File: config.mk
export PLATFORM = sky130hd
export DESIGN_NAME = ppu_vram_arb
export DESIGN_NICKNAME = d
export VERILOG_FILES = /design/src/rtl/ppu_vram_arb.sv
export SDC_FILE = /design/constraint.sdc
export NUM_CORES = 1
export LEC_CHECK = 0
export CORE_ASPECT_RATIO = 0.7
export CORE_UTILIZATION = 43
export DETAILED_ROUTE_END_ITERATION = 12
export PLACE_DENSITY_LB_ADDON = 0.12
export SYNTH_ARGS = -nofsm -noshare
export SYNTH_HDL_FRONTEND = slang
export SYNTH_SLANG_ARGS = --single-unit
File: constraint.sdc
create_clock -name clk_in -period 2.8 [get_ports clk_in]
set_input_delay 0.56 -clock clk_in [delete_from_list [all_inputs] [get_ports clk_in]]
set_output_delay 0.56 -clock clk_in [all_outputs]
set_load 0.02 [all_outputs]
File: src/rtl/ppu_vram_arb.sv
// ppu_vram_arb: shares the single PPU VRAM bus between background fetch,
// sprite fetch and register-interface (0x2007) accesses. Background always
// wins. Sprite is next, unless an RI access has waited too long. RI accesses
// sit in a one-entry slot until they get a free bus cycle.
module ppu_vram_arb #(
    parameter int RI_MAX_WAIT = 16
) (
    input  logic        clk_in,
    input  logic        rst_in,
    input  logic        bg_req_in,
    input  logic [13:0] bg_a_in,
    input  logic        spr_req_in,
    input  logic [13:0] spr_a_in,
    input  logic        ri_req_in,
    input  logic        ri_wr_in,
    input  logic [13:0] ri_a_in,
    input  logic [7:0]  ri_d_in,
    input  logic [7:0]  vram_d_in,
    output logic [13:0] vram_a_out,
    output logic [7:0]  vram_d_out,
    output logic        vram_wr_out,
    output logic        bg_gnt_out,
    output logic        spr_gnt_out,
    output logic        ri_busy_out,
    output logic [7:0]  ri_d_out,
    output logic        ri_done_out,
    output logic        ri_inc_addr_out,
    output logic        ri_drop_out
);

    // The wait counter is 8 bits wide, enough for the largest legal limit.
    localparam logic [7:0] WAIT_LIMIT = 8'(RI_MAX_WAIT);

    typedef enum logic [1:0] {
        IDLE,
        PEND,
        DONE
    } state_t;

    state_t      state;
    state_t      state_nxt;

    logic        pend_wr;
    logic [13:0] pend_a;
    logic [7:0]  pend_d;
    logic [7:0]  wait_cnt;

    logic        ri_accept;
    logic        ri_win;
    logic        wait_expired;

    // State register; reset throws away any pending access.
    always_ff @(posedge clk_in) begin
        if (rst_in) begin
            state <= IDLE;
        end else begin
            state <= state_nxt;
        end
    end

    // Next state, winner selection and the combinational bus mux.
    // A starved RI outranks sprites, but it never outranks background.
    always_comb begin
        state_nxt       = state;
        ri_accept       = 1'b0;
        ri_win          = 1'b0;
        wait_expired    = 1'b0;
        bg_gnt_out      = bg_req_in;
        spr_gnt_out     = 1'b0;
        vram_a_out      = pend_a;
        vram_d_out      = pend_d;
        vram_wr_out     = 1'b0;
        ri_busy_out     = (state != IDLE);
        ri_done_out     = 1'b0;
        ri_inc_addr_out = 1'b0;

        if (state == PEND) begin
            wait_expired = (wait_cnt >= WAIT_LIMIT);
        end

        spr_gnt_out = spr_req_in & ~bg_req_in & ~wait_expired;

        case (state)
            IDLE: begin
                if (ri_req_in) begin
                    ri_accept = 1'b1;
                    state_nxt = PEND;
                end
            end
            PEND: begin
                if (!bg_req_in && !spr_gnt_out) begin
                    ri_win    = 1'b1;
                    state_nxt = DONE;
                end
            end
            DONE: begin
                ri_done_out     = ~rst_in;
                ri_inc_addr_out = ~rst_in;
                state_nxt       = IDLE;
            end
            default: begin
                state_nxt = IDLE;
            end
        endcase

        if (bg_req_in) begin
            vram_a_out = bg_a_in;
        end else if (spr_gnt_out) begin
            vram_a_out = spr_a_in;
        end

        vram_wr_out = ri_win & pend_wr & ~rst_in;
    end

    // Pending slot, wait counter, read data capture and the drop pulse.
    always_ff @(posedge clk_in) begin
        if (rst_in) begin
            pend_wr     <= 1'b0;
            pend_a      <= 14'h0000;
            pend_d      <= 8'h00;
            wait_cnt    <= 8'h00;
            ri_d_out    <= 8'h00;
            ri_drop_out <= 1'b0;
        end else begin
            ri_drop_out <= ri_req_in & (state != IDLE);

            if (ri_accept) begin
                pend_wr  <= ri_wr_in;
                pend_a   <= ri_a_in;
                pend_d   <= ri_d_in;
                wait_cnt <= 8'h00;
            end else if ((state == PEND) && !ri_win && (wait_cnt != WAIT_LIMIT)) begin
                wait_cnt <= wait_cnt + 8'h01;
            end

            if (ri_win && !pend_wr) begin
                ri_d_out <= vram_d_in;
            end
        end
    end

endmodule

==> results of run 1 <==
-- per-stage QoR --
stage                     TNS (ns)  cells  power, uW  worst slack (ns)  utilization
after floorplan                  0    242        807             0.452            -
after global placement    -0.00406    394        992          -0.00406        0.704
after detailed placement   -0.0546    394        997           -0.0542        0.704
after CTS                        0    402       1400           0.00235        0.725
after global routing             0    402       1460            0.0234        0.734
final                            0    402       1390            0.0908        0.734
-- critical path, stage by stage --
cell and delay, ns:
clkdlybuf4s50_1 0.47, a2111oi_2 0.34, and2_1 0.17, clkdlybuf4s50_1 0.60
-- cells by family (layout without fill, tap and decap cells) --
logic type	after synthesis	count (layout)	share of synthesized area
xor gates and xnor gates	3	3	0.0134
DFF	42	42	0.430
AOI/OAI and AO/OA	50	50	0.150
adders and majority gates	2	2	0.0128
and+or+nand+nor	102	102	0.232
buffers and inverters	20	125	0.0441
muxes	23	23	0.118
-- routing by layer --
layer / global-route usage / vias up / wire length [microns] / part of all wire
met5: 0 / - / 0 / 0
met4: 0.0764 / 0 / 61 / 0.011
met3: 0.0837 / 7 / 481 / 0.089
met2: 0.362 / 75 / 2470 / 0.46
met1: 0.289 / 924 / 2390 / 0.44
li1: - / 1026 / - / -
-- what timing repair did --
| item | 4_1_cts | 5_1_grt |
|---|---|---|
| hold buffers | 0 | 0 |
| endpoints found under the setup margin | 5 | 11 |
| gates resized for setup | 5 | 14 |
| pin swaps | 0 | 0 |
| setup buffers | 0 | 0 |
-- area by class of cell --
type                    instances  area [sq um]  area share
well taps                      55          68.8      0.0215
multi-input cells             180          1050       0.328
inverters                       5          18.8     0.00587
repair buffers                112          1120       0.351
clock buffers                   6          82.6      0.0258
flip-flops and latches         42           843       0.264
clock inverters                 2          12.5     0.00391
-- report_power, final --
group | internal (uW) | switching (uW)
Combinational | 181 | 155
Clock | 198 | 212
Sequential | 625 | 16.9
-- worst min-delay path by stage --
stage,from,to,cells past startpoint
2_1_floorplan,pend_a[0],pend_a[0],2
3_3_place_gp,vram_d_out[1],vram_d_out[1],2
3_5_place_dp,vram_d_out[5],vram_d_out[5],2
4_1_cts,vram_d_out[5],vram_d_out[5],2
5_1_grt,vram_d_out[5],vram_d_out[5],2
6_report,vram_d_out[3],vram_d_out[3],2
-- registers in the layout, indices dropped and copies added, names as in the netlist --
signal / cells
vram_d_out: 8
ri_drop_out: 1
pend_wr: 1
pend_a: 14
wait_cnt: 8
state: 2
ri_d_out: 8
-- cells in the final DEF, fill, tap and decap left out, types with 3 or more instances in the layout --
| cell type | instances |
|---|---|
| nor2_1 | 16 |
| o21ai_0 | 15 |
| or3_1 | 3 |
| nand3_1 | 3 |
| mux2i_1 | 23 |
| buf_4 | 11 |
| xnor2_1 | 3 |
| nand2_1 | 64 |
| nor3_1 | 4 |
| dlymetal6s2s_1 | 10 |
| dfxtp_1 | 40 |
| dlygate4sd2_1 | 4 |
| inv_1 | 5 |
| a21oi_1 | 26 |
| clkdlybuf4s50_1 | 86 |
| clkbuf_8 | 6 |
==> key figures, run 1 <==
Timing
  – Slew @ Worst Pin: 0.815 ns
  – Final Hold Fails: 0
  – Final worst-path cycle share: 0.968
  – Rel. slew slack: 0.456
  – Endpoints failing setup: 0
  – Clock skew: 0.00453 ns
  – Final min period: 2.71 ns
  – Achievable frequency: 369 MHz
  – Count of final max-slew check failures: 0
  – Unrepaired setup endpoints after global routing: false
  – Hold Slack: 0.456 ns

Detailed routing
  – Via count: 2,032
  – DRC violations left: 0
  – Starting DRC count in detailed routing: 101
  – Pre-antenna DRT Iters: 4
  – Via/cell ratio: 5.05
  – Drt wl/cell: approximately 13 microns
  – Final WL: roughly 5400 microns
  – Post-DRT Antenna Nets: 0

Worst setup path
  – CP Launch Point: spr_req_in
  – Crit-path max FO: 3
  – Worst Setup End Kind: output pin
  – Critical Path Sink: vram_wr_out
  – Worst reg-to-reg path cell count: 5
  – Reg-to-reg startpoint: state[0]
  – WS Path Type: input pin to output pin
  – WP data arrival: 2.15 ns
  – R2r setup slk: 1.18 ns
  – Critical Path RT: 2.24 ns
  – Crit path launch type: input pin
  – R2r endpoint: vram_d_out[7]

Global route
  – Vias in the first global route: 1,829
  – Antenna violations before repair: 0
  – First-pass GRT wire length: 8270 microns
  – Global route overflow: 0
  – Largest net degree at the start of global routing: 38
  – Tot GR Track Use: 0.229

Clock tree
  – Root buf cell: clkbuf_8
  – CTS Buffer Depth: 2
  – CTS Buf Count: 5
  – Clock sink total: 42
  – H-tree depth: 2
  – TritonCTS clock tree: yes
  – Worst-Skew Late Latency: 0.30 ns
  – Worst-path clk slew: roughly 0.080 ns

Final layout
  – Nets: 412
  – Area delta synth->final: 63.5%
  – # diodes: 0
  – Filler cells: 349
  – Share of cells above drive strength 1: 0.0836
  – Finished layout cell area: roughly 3200 sq um

Floorplanning
  – Die area: just under 5000 sq um
  – Rows: 20
  – Core area: 4350 sq um
  – Die Y-Extent: 58.4 microns
  – Initial core utilization: 0.449
  – DIE WIDTH: 82.6 microns
  – # IOs: a little over 100

Status
  – Outcome: finished, final reports clean

Logic synthesis
  – Fraction of registers with async set/reset: 0
  – Cell count after synthesis: about 240
  – Mean Syn Cell Area: 8.08 sq um
  – Ranking of synthesized cells by area: dfxtp_1, nand2_1, mux2i_1
  – Post-Syn Nets: 308
  – EDFF count, synth: 0
  – Area fraction of the dominant cell type after synthesis: 0.430
  – Most numerous cell in the Yosys netlist: nand2_1
  – Seq/Total Area, Yosys: 0.430
  – Yosys top cell by area: dfxtp_1
  – Synth Register Bits: 42
  – Mapped Area: 1960 sq um
  – Post-synth cell types: 32
  – Ys flop type: dfxtp_1
  – Yosys warns: 0
  – Synth cell count leaders: nand2_1, dfxtp_1, a21oi_1, mux2i_1, nor2_1

Pwr
  – Power density over the cells: 434 nW/um^2
  – VDD IR max: 344 uV
  – Leak pwr: 0.00132 uW

Placement
  – Cell Area, Placed: 3070 sq um
  – PortBufs: 100
  – Detail Placement HPWL: 3850 microns
  – Placer congestion estimate: 0.772

Worst hold path
  – Worst Hold Class: flip-flop to flip-flop

Flow run
  – Max-Cap Viols: 0
(Power assumes the default switching activity.)
==> run 2, diff against run 1 <==
GPL_ROUTABILITY_DRIVEN = 0   (was not set)
==> results of run 2 <==
No change in the layout: final DEF, timing and power equal those of run 1.
